## src/rtl/gpu_cmd_issuer.sv

```systemverilog
// Command FIFO feeding a GPU through a 4-phase run/ready handshake with a ready timeout.
// Define VBLANK_GATE_EN to start new commands only during vertical blank (vga_vs low).
module gpu_cmd_issuer #(
  parameter int unsigned DEPTH   = 16,
  parameter int unsigned TIMEOUT = 1023
) (
  input  logic                   clk,
  input  logic                   reset_n,
  input  logic                   push,
  input  logic [31:0]            push_data,
  input  logic                   push_sprite,
  output logic                   full,
  output logic [$clog2(DEPTH):0] count,
  output logic [31:0]            instruction,
  output logic                   run,
  output logic                   sprite,
  input  logic                   ready,
  input  logic                   vga_vs,
  output logic                   busy,
  output logic                   timeout_err
);

  localparam int unsigned AW = $clog2(DEPTH);
  localparam int unsigned TW = $clog2(TIMEOUT + 1);
  localparam logic [AW:0]   FullCount    = DEPTH[AW:0];
  localparam logic [TW-1:0] TimeoutCount = TIMEOUT[TW-1:0];

  typedef enum logic [1:0] {StIdle, StReq, StRel, StAbort} state_e;

  state_e        state_q;
  logic [32:0]   mem [DEPTH];
  logic [AW-1:0] wr_ptr_q, rd_ptr_q;
  logic [TW-1:0] wait_cnt_q;
  logic          gate_open, pop, push_ok;

`ifdef VBLANK_GATE_EN
  assign gate_open = ~vga_vs;
`else
  logic unused_vga_vs;
  assign unused_vga_vs = vga_vs;
  assign gate_open     = 1'b1;
`endif

  assign full    = (count == FullCount);
  // Holding off while ready is still high keeps a gap after the previous handshake.
  assign pop     = (state_q == StIdle) && (count != '0) && !ready && gate_open;
  assign push_ok = push && (!full || pop);
  assign busy    = (state_q != StIdle) || (count != '0);

  // Storage needs no reset: only the pointers and count define validity.
  always_ff @(posedge clk) begin
    if (push_ok) mem[wr_ptr_q] <= {push_sprite, push_data};
  end

  always_ff @(posedge clk or negedge reset_n) begin
    if (!reset_n) begin
      wr_ptr_q <= '0;
      rd_ptr_q <= '0;
      count    <= '0;
    end else begin
      if (push_ok) wr_ptr_q <= wr_ptr_q + 1'b1;
      if (pop)     rd_ptr_q <= rd_ptr_q + 1'b1;
      if (push_ok && !pop)      count <= count + 1'b1;
      else if (pop && !push_ok) count <= count - 1'b1;
    end
  end

  always_ff @(posedge clk or negedge reset_n) begin
    if (!reset_n) begin
      state_q     <= StIdle;
      run         <= 1'b0;
      instruction <= '0;
      sprite      <= 1'b0;
      wait_cnt_q  <= '0;
      timeout_err <= 1'b0;
    end else begin
      unique case (state_q)
        StIdle: begin
          if (pop) begin
            {sprite, instruction} <= mem[rd_ptr_q];
            run                   <= 1'b1;
            wait_cnt_q            <= '0;
            state_q               <= StReq;
          end
        end
        StReq: begin
          if (ready) begin
            run     <= 1'b0;
            state_q <= StRel;
          end else if (wait_cnt_q + 1'b1 == TimeoutCount) begin
            run         <= 1'b0;
            timeout_err <= 1'b1;
            state_q     <= StAbort;
          end else begin
            wait_cnt_q <= wait_cnt_q + 1'b1;
          end
        end
        StRel, StAbort: begin
          if (!ready) state_q <= StIdle;
        end
        default: state_q <= StIdle;
      endcase
    end
  end

endmodule
```

## config.mk

```make
export PLATFORM = sky130hd
export DESIGN_NAME = gpu_cmd_issuer
export DESIGN_NICKNAME = d
export VERILOG_FILES = /design/src/rtl/gpu_cmd_issuer.sv
export SDC_FILE = /design/constraint.sdc
export NUM_CORES = 1
export LEC_CHECK = 0
export ABC_AREA = 0
export BUFFER_PORTS_ARGS = -buffer_cell sky130_fd_sc_hd__buf_2
export CORE_MARGIN = 10
export CORE_UTILIZATION = 60
export CTS_CLUSTER_DIAMETER = 50
export DETAILED_ROUTE_END_ITERATION = 6
export PLACE_DENSITY = 0.81
export SLEW_MARGIN = 15
export SYNTH_ARGS = -nofsm -noshare
export SYNTH_HDL_FRONTEND = slang
export SYNTH_SLANG_ARGS = --single-unit
```

## constraint.sdc

```tcl
create_clock -name clk -period 5.3 [get_ports clk]
set_input_delay 0.795 -clock clk [delete_from_list [all_inputs] [get_ports clk]]
set_output_delay 0.795 -clock clk [all_outputs]
set_load 0.1 [all_outputs]
```

==> flow_summary.yaml, run 1 <==
cts:
  ctsHoldBuffers: 0
  cts.clk_slew.worst_paths_ns: 0.06
  cts_tree: "built"
  numCtsBuffers: 58
  cts_setup_buffers: 0
  cts_resized: 0
  clk_latency_ns: 0.60
  htreeDepth: 2
  cts_root_buffer: "clkbuf_16"
  clockBufferDepth: 3
  cts.sinks: 588
synth:
  ys_warn_count: 0
  yosysUniqueCellTypes: 44
  post-synth-top-area-fraction_pct: 69.8
  synthCells: 1177
  async_reset_ff_share_pct: 10.2
  synth_largest_area_cell: "edfxtp_1"
  avgSynthCellArea_sq_um: 19.3
  ys_ff_latch: 588
  synth.area.top_cells: "edfxtp_1 (70%), mux4_2 (9.8%), dfrtp_1 (6.6%)"
  synthesis.area_sq_mm: 0.0227
  synth_ff_type: "edfxtp_1"
  synth_edf_count: 528
  synth_nets: 1227
  ys_seq_area_share_pct: 76.5
power_and_ir_drop:
  ir_drop_uv: 469
  leakagePower_nw: 8.64
  p_int_mw: 9.43
  power_density_mw_per_mm2: 569
  sw_frac_of_total_pct: 35.0
  p_switching_mw: 5.09
  power_mw: 14.5
  seqPwrFrac_pct: 41.8
  power.share.clock_pct: 26.9
  power_frac_comb_pct: 31.2
sta:
  period_needed_ns: 3.04
  setup_slack_ns: 2.26
  maxSlewHeadroom_pct: 19.5
  report.final.hold_viol_count: 0
  tns_ns: 0
  setup_viol: 0
  fin_crit_sh_pct: 57.4
  grt_setup_unrepaired: "no"
  slew_violations: 0
  worst_pin_slew_ns: 1.21
  clock-skew-final_ns: 0.0210
  fmax_ghz: 0.329
grt:
  grt_max_degree: 73
  antenna_found_initial: 2
  grt_overflow: 0
  grt_usage_pct: 20.8
  grt_pass1_wl_um: 73400
  grt_pass1_vias: 12000
critical_path:
  r2r_start: "count[0]"
  rr_worst_depth: 12
  required_ns: 5.78
  cp_max_fo: 7
  cp-start-kind: "register"
  critical_path_class: "reg2reg"
  timing.rr.end: "count[4]"
  arrival_ns: 3.52
  end_kind: "register"
  reg2reg_slack_ns: 2.26
place:
  dp_hpwl_um: 24300
  globalplace.congestion: 0.760
  port_buffers: 78
  dp_slack_ns: 1.95
detailed_routing:
  ant_nets: 0
  vias: 11600
  dr.pass1.iters: 5
  routed_wl_um: 48000
  wl_per_cell_um: 26.3
  drtIter0Drc: 1200
  vias_per_cell: 6.34
  drc: 0
floorplanning:
  rows: 71
  die_height_um: 215
  dieArea_sq_mm: 0.0460
  io_pins: 80
  start_util_pct: 60.6
  dieWidth_um: 215
  core_area_sq_mm: 0.0375
worst_hold_path:
  hp-class: "in2async"
outcome:
  status: "complete, no violations"
final_layout:
  fillers: 2348
  drive_gt1_share_pct: 23.5
  nets: 1315
  area_delta_synth_final_pct: 12.4
  fin_util_pct: 68.1
job:
  maxCapViolCount: 0
==> critical path, stage by stage (launching register included) <==
cell     delay [ns]
dfrtp_1        0.45
nor4_1         0.36
nor2b_1        0.29
nor2b_1        0.22
inv_2          0.10
ha_1           0.20
inv_1          0.12
fa_1           0.41
a21o_1         0.19
a21oi_1        0.20
xnor2_1        0.17
nor2_1         0.07
xor2_1         0.14
==> synthesized netlist by cell type, drive strengths merged (9+ instances only) <==
master	n
xnor2	11
buf	29
nand2	89
mux2i	66
nor3	10
ha	11
edfxtp	528
o221ai	66
o21ai	75
inv	13
and2	9
nor2	13
clkbuf	38
dfrtp	60
mux4	99
==> stage by stage <==
step / cell area, sq um / hold WS, ns / std cells
floorplan: 22700 / 0.468 / 1177
global placement: 23700 / 0.459 / 1716
detailed placement: 23700 / 0.466 / 1716
CTS: 25500 / 0.355 / 1824
global route: 25500 / 0.398 / 1825
finish: 25500 / 0.319 / 1825
==> how the worst max path moves through the flow <==
| stage | startpoint | to | depth (start not counted) | slack, ns |
|---|---|---|---|---|
| after floorplan | count[0] | mem[4][0] | 6 | 0.73 |
| after global placement | ready | mem[10][32] | 6 | 2.01 |
| after detailed placement | ready | mem[11][19] | 6 | 1.95 |
| after CTS | count[0] | count[4] | 12 | 2.24 |
| after global routing | count[0] | count[4] | 12 | 2.01 |
| final | count[0] | count[4] | 12 | 2.26 |
==> placed cells by master, fill, tap and decap left out, types with 4 or more instances in the layout <==
cell / instances
nand3_1: 4
nor2_1: 8
nor2b_1: 5
clkbuf_8: 7
mux2i_1: 66
o21ai_0: 74
nor3_2: 4
buf_4: 16
xnor2_1: 11
a21o_1: 7
mux4_2: 99
nor2_4: 4
a21oi_1: 7
buf_2: 77
and2_2: 6
dfrtp_1: 58
ha_1: 11
o221ai_1: 66
inv_1: 11
edfxtp_1: 528
nor3_1: 6
clkbuf_1: 20
clkbuf_16: 59
clkinv_2: 12
nand2_1: 89
==> state kept, by name, indices dropped and copies added, names as in the netlist <==
signal,flops
mem,528
instruction,32
wait_cnt_q,10
count,5
rd_ptr_q,4
wr_ptr_q,4
state_q,2
run,1
sprite,1
timeout_err,1
==> cells by family after synthesis <==
logic type	synth area share, %
xor+xnor	0.540
compound gates	5.08
flops	76.5
fa+ha+maj	0.694
simple gates	2.91
mux	12.9
buf+inv	1.44
==> final cells by class <==
type	count	area (sq um)	area share, %
multi-input combinational	509	5080	19.9
inverter	13	48.8	0.191
clock buffer	86	1650	6.46
tap	511	639	2.51
antenna	1	2.50	0.00980
timing repair buffer	95	546	2.14
sequential	588	17400	68.0
clock inverter	22	190	0.745
==> power by group through the flow <==
stage	clock network, mW	registers [mW]	logic, mW
after global placement	0	6.12	4.44
final	3.91	6.07	4.53
after global routing	4.15	6.15	4.83
after floorplan	0	6.99	2.54
after CTS	3.96	6.08	4.57
after detailed placement	0	6.16	4.53
==> per-layer routing <==
layer,up-vias,track usage (%),wire [um]
met4,2,7.45,1190
met1,6023,27.5,19000
met3,80,3.06,3000
met5,-,0,14
li1,4970,-,-
met2,498,34.8,24800
(Power assumes the default switching activity.)
==> run 2: changes to the inputs <==
Clock period 5.3 ns to 3.2 ns, I/O delays scaled along.
==> run 2 against run 1 <==
- first-iteration DRC count rose by 1.5%
- global-route usage rose by 0.53 points
- total power rose by 70%
- clock-buffer cell count fell by 6
- sequential power rose by 65%
- clock power rose by 76%
- setup slack got worse by 1.9 ns
- final cell count rose by 1.4%
- critical path type unchanged
- critical endpoint unchanged
- highest routed layer unchanged
==> flow_summary.yaml, run 2 (synthesized netlist as in run 1, its figures left out) <==
power_and_ir_drop:
  leakagePower_nw: 8.86
  power_density_mw_per_mm2: 950
  ir_drop_uv: 764
  power_mw: 24.7
detailed_routing:
  vias: 11600
  dr.pass1.iters: 5
  drc: 0
  routed_wl_um: 48300
  ant_nets: 0
  vias_per_cell: 6.28
  drtIter0Drc: 1218
  wl_per_cell_um: 26.1
grt:
  antenna_found_initial: 1
  grt_usage_pct: 21.3
  grt_pass1_vias: 12300
  grt_pass1_wl_um: 74900
  grt_max_degree: 72
  grt_overflow: 0
place:
  globalplace.congestion: 0.766
  numPlacedInstances: 1740
  port_buffers: 78
  dp_hpwl_um: 26600
critical_path:
  cp_max_fo: 10
  cp_cell_sequence: "nor4_2 -> nand2_1 -> o21a_1 -> ha_1 -> inv_1 -> ha_1 -> a21o_1 -> a21oi_1 -> xnor2_1 -> nor2_1 -> xor2_1"
  cpPeakStageDelay_ns: 0.51
  path_delay_family: "compound AO/OA/AOI/OAI gates"
  critical-path-top-cell-by-count: "ha_1"
  arrival_ns: 3.29
  critPathSlowestCell: "dfrtp_4"
  cp-start-kind: "register"
  worst-path-buf-inv: 1
  end_kind: "register"
  critical_path_class: "reg2reg"
  required_ns: 3.69
cts:
  cts_root_buffer: "clkbuf_16"
  cts_tree: "built"
  cts_setup_buffers: 0
  clockBufferDepth: 3
  clk_latency_ns: 0.63
  numCtsBuffers: 58
  cts.sinks: 588
  cts_resized: 0
  ctsHoldBuffers: 0
  cts.clk_slew.worst_paths_ns: 0.06
  htreeDepth: 2
final_layout:
  seq_area_sq_mm: 0.0174
  top_regs: "mem: 528 flops, instruction: 32 flops, wait_cnt_q: 10 flops"
  multi_input_area_sq_mm: 0.00511
  drive_gt1_share_pct: 25.2
  top_register: "mem"
  nets: 1339
  fillers: 2277
  final_cell_mix: "edfxtp_1 (528), mux4_2 (99), nand2_1 (89), buf_2 (77), o21ai_0 (74)"
  area_delta_synth_final_pct: 14.6
  largest_reg_flops: 528
  stdcell_count: 1850
  n_antenna_cell: 0
  layout_commonest_cell: "edfxtp_1"
sta:
  period_needed_ns: 2.80
  slew_violations: 0
  fin_crit_sh_pct: 87.5
  report.final.hold_viol_count: 0
  worst_pin_slew_ns: 0.964
  fmax_ghz: 0.357
  setup_viol: 0
  grt_setup_unrepaired: "no"
  clock-skew-final_ns: 0.0317
  maxSlewHeadroom_pct: 35.7
floorplanning:
  core_area_sq_mm: 0.0375
  rows: 71
  start_util_pct: 60.6
  die_height_um: 215
  dieWidth_um: 215
  dieArea_sq_mm: 0.0460
  io_pins: 80
outcome:
  status: "complete, no violations"
job:
  maxCapViolCount: 0
worst_hold_path:
  hp-class: "in2async"
-- run 2: cell types whose count changed in the layout (fill, tap and decap cells not counted), sizes merged --
cell	change
buf	+24
bufinv	+4
clkbuf	-6
diode	-1
inv	+4
-- run 2: per-layer routing --
metal / part of all wire (%) / track usage [%] / vias up
met5: 0.027 / 0 / -
met4: 2.7 / 6.83 / 2
met3: 7.2 / 3.67 / 99
met2: 51 / 35.4 / 513
met1: 39 / 28.5 / 5985
li1: - / - / 5019
-- run 2: final timing paths --
path / slack [ns] / to / start / cells past startpoint
max: 0.40 / count[4] / count[0] / 11
min: 0.02 / count[0] / reset_n / 1
max reg2reg: 0.40 / count[4] / count[0] / 11
min reg2reg: 0.45 / timeout_err / timeout_err / 1
max in group asynchronous: 2.45 / rd_ptr_q[0] / reset_n / 1
min in group clk: 0.16 / state_q[0] / ready / 2
-- run 2: layout make-up --
class	count	share of cell area (%)
Tap cell	511	2.46
Clock inverter	30	1.34
Timing Repair Buffer	119	3.41
Sequential cell	588	66.8
Multi-Input combinational cell	509	19.7
Inverter	13	0.188
Clock buffer	80	6.17
-- run 2: where the power goes --
group | internal (mW) | switching [mW] | total (mW)
Sequential | 9.39 | 0.647 | 10.0
Clock | 4.02 | 2.85 | 6.87
Combinational | 2.68 | 5.13 | 7.81
Total | 16.1 | 8.62 | 24.7
-- run 2: stage by stage --
stage	hold WS [ns]	util [%]	setup TNS (ns)	cell area, sq um	setup WS, ns
finish	0.0197	69.4	0	26000	0.399
global route	0.0833	69.4	0	26000	0.193
CTS	0.0502	69.4	0	26000	0.380
detailed placement	0.443	64.2	0	24100	0.303
global placement	0.439	64.2	0	24100	0.341
floorplan	0.184	-	-30.08	22700	-0.159
==> run 3: changes to the inputs <==
Clock period 3.2 ns to 3.3 ns, I/O delays scaled along.
==> run 3 against run 2 <==
- register-to-register slack improved by 0.07 ns
- clock skew decreased by 0.017 ns
- largest power group unchanged
- routed wire length increased by 2.9%
- clock-buffer cell count decreased by 2
- combinational power about the same
- non-clock buffer count increased by 8
- sequential power decreased by 5%
- first-iteration DRC count increased by 12%
- clock power decreased by 3.1%
==> flow_summary.yaml, run 3 (synthesized netlist as in run 1, its figures left out) <==
power_and_ir_drop:
  leakagePower_nw: 8.90
  ir_drop_uv: 731
  power_mw: 24.0
  power_density_mw_per_mm2: 923
sta:
  fin_crit_sh_pct: 85.9
  clock-skew-final_ns: 0.0143
  hold-worst-slack_ns: 0.0499
  setup_slack_ns: 0.467
  slew_violations: 0
  setup_viol: 0
  worst_pin_slew_ns: 1.07
  maxSlewHeadroom_pct: 28.8
  report.final.hold_viol_count: 0
  fmax_ghz: 0.353
  grt_setup_unrepaired: "no"
  period_needed_ns: 2.83
detailed_routing:
  vias_per_cell: 6.37
  vias: 11800
  wl_per_cell_um: 26.7
  drc: 0
  drtIter0Drc: 1363
  routed_wl_um: 49700
  ant_nets: 0
  dr.pass1.iters: 5
cts:
  cts_resized: 0
  clk_latency_ns: 0.61
  cts.clk_slew.worst_paths_ns: 0.06
  ctsHoldBuffers: 0
  cts_setup_buffers: 0
  numCtsBuffers: 58
  htreeDepth: 2
  cts_tree: "built"
  cts_root_buffer: "clkbuf_16"
  cts.sinks: 588
  clockBufferDepth: 3
place:
  globalplace.congestion: 0.769
  port_buffers: 78
  dp_hpwl_um: 27500
  postPlaceCellArea_sq_mm: 0.0241
  dp_slack_ns: 0.468
grt:
  grt_overflow: 0
  grt_pass1_vias: 12300
  grt_usage_pct: 21.6
  antenna_found_initial: 1
  grt_pass1_wl_um: 75700
  grt_max_degree: 72
critical_path:
  critical_path_class: "reg2reg"
  cp-start-kind: "register"
  r2r_start: "count[0]"
  required_ns: 3.78
  cpPeakStageDelay_ns: 0.51
  arrival_ns: 3.32
  critPathSlowestCell: "dfrtp_4"
  crit_start: "count[0]"
  cp_max_fo: 5
  end_kind: "register"
  critical-path-top-cell-by-count: "nor2b_1"
  cp_cell_sequence: "nor4_1 -> nor2b_1 -> nor2b_1 -> inv_2 -> ha_1 -> inv_1 -> fa_1 -> a21o_1 -> a21oi_1 -> xnor2_1 -> nor2_1 -> xor2_1"
worst_hold_path:
  hp-class: "in2async"
final_layout:
  top_regs: "mem: 528 flops, instruction: 32 flops, wait_cnt_q: 10 flops"
  fillers: 2286
  layout_commonest_cell: "edfxtp_1"
  final_cell_mix: "edfxtp_1 (528), mux4_2 (99), nand2_1 (89), buf_2 (77), o21ai_0 (74)"
  fin_util_pct: 69.4
  largest_reg_flops: 528
  area_delta_synth_final_pct: 14.5
  postLayoutCellArea_sq_mm: 0.0260
  nets: 1347
  drive_gt1_share_pct: 26.1
  top_register: "mem"
floorplanning:
  core_area_sq_mm: 0.0375
  die_height_um: 215
  rows: 71
  dieArea_sq_mm: 0.0460
  dieWidth_um: 215
  io_pins: 80
  start_util_pct: 60.6
outcome:
  status: "complete, no violations"
job:
  maxCapViolCount: 0
[run 3: cell types whose count changed in the layout (fill, tap and decap cells not counted), sizes merged]
cell,previous run,this run
clkinv,17,18
bufinv,6,5
inv,18,19
clkbuf,80,78
diode,0,1
buf,119,127
[run 3: worst max-delay path, delay by kind of cell, from the launching register on]
family,cells,cell delay [ns]
compound gates,2,0.36
xor+xnor,2,0.28
fa+ha+maj,2,0.58
buf+inv,2,0.16
flops,1,0.51
simple gates,4,0.80
[run 3: stage by stage]
step	TNS, ns	instances
CTS	0	1857
global placement	0	1748
floorplan	-7.76	1177
finish	0	1858
detailed placement	0	1748
global route	0	1857
[run 3: path summary, 6_finish.rpt]
kind	slack, ns	cells after the start	end
hold reg to reg	0.47	2	instruction[25]
min in group clk	0.19	2	state_q[0]
max in group asynchronous	2.55	1	rd_ptr_q[1]
hold / removal	0.05	1	count[1]
setup / recovery	0.47	12	count[4]
setup reg to reg	0.47	12	count[4]
[run 3: area by class of cell]
cell class | instances | area, sq um | area share [%]
antenna | 1 | 2.50 | 0.00962
clock buffer | 78 | 1630 | 6.26
clock inverter | 31 | 320 | 1.23
inverter | 13 | 48.8 | 0.188
multi-input combinational | 509 | 5100 | 19.6
sequential | 588 | 17400 | 66.8
tap | 511 | 639 | 2.46
timing repair buffer | 127 | 886 | 3.41
[run 3: power breakdown]
| part | switching [mW] | total (mW) | internal [mW] |
|---|---|---|---|
| Combinational | 5.23 | 7.80 | 2.57 |
| Sequential | 0.423 | 9.54 | 9.11 |
| Clock | 2.79 | 6.66 | 3.88 |
| Total | 8.44 | 24.0 | 15.6 |
[run 3: per-layer routing]
| metal | wire length (um) | vias to the layer above | global-route usage, % |
|---|---|---|---|
| met5 | 17 | - | 0 |
| met4 | 1480 | 2 | 7.52 |
| met1 | 18900 | 6060 | 28.6 |
| li1 | - | 5025 | - |
| met3 | 4260 | 113 | 3.75 |
| met2 | 25000 | 634 | 35.7 |
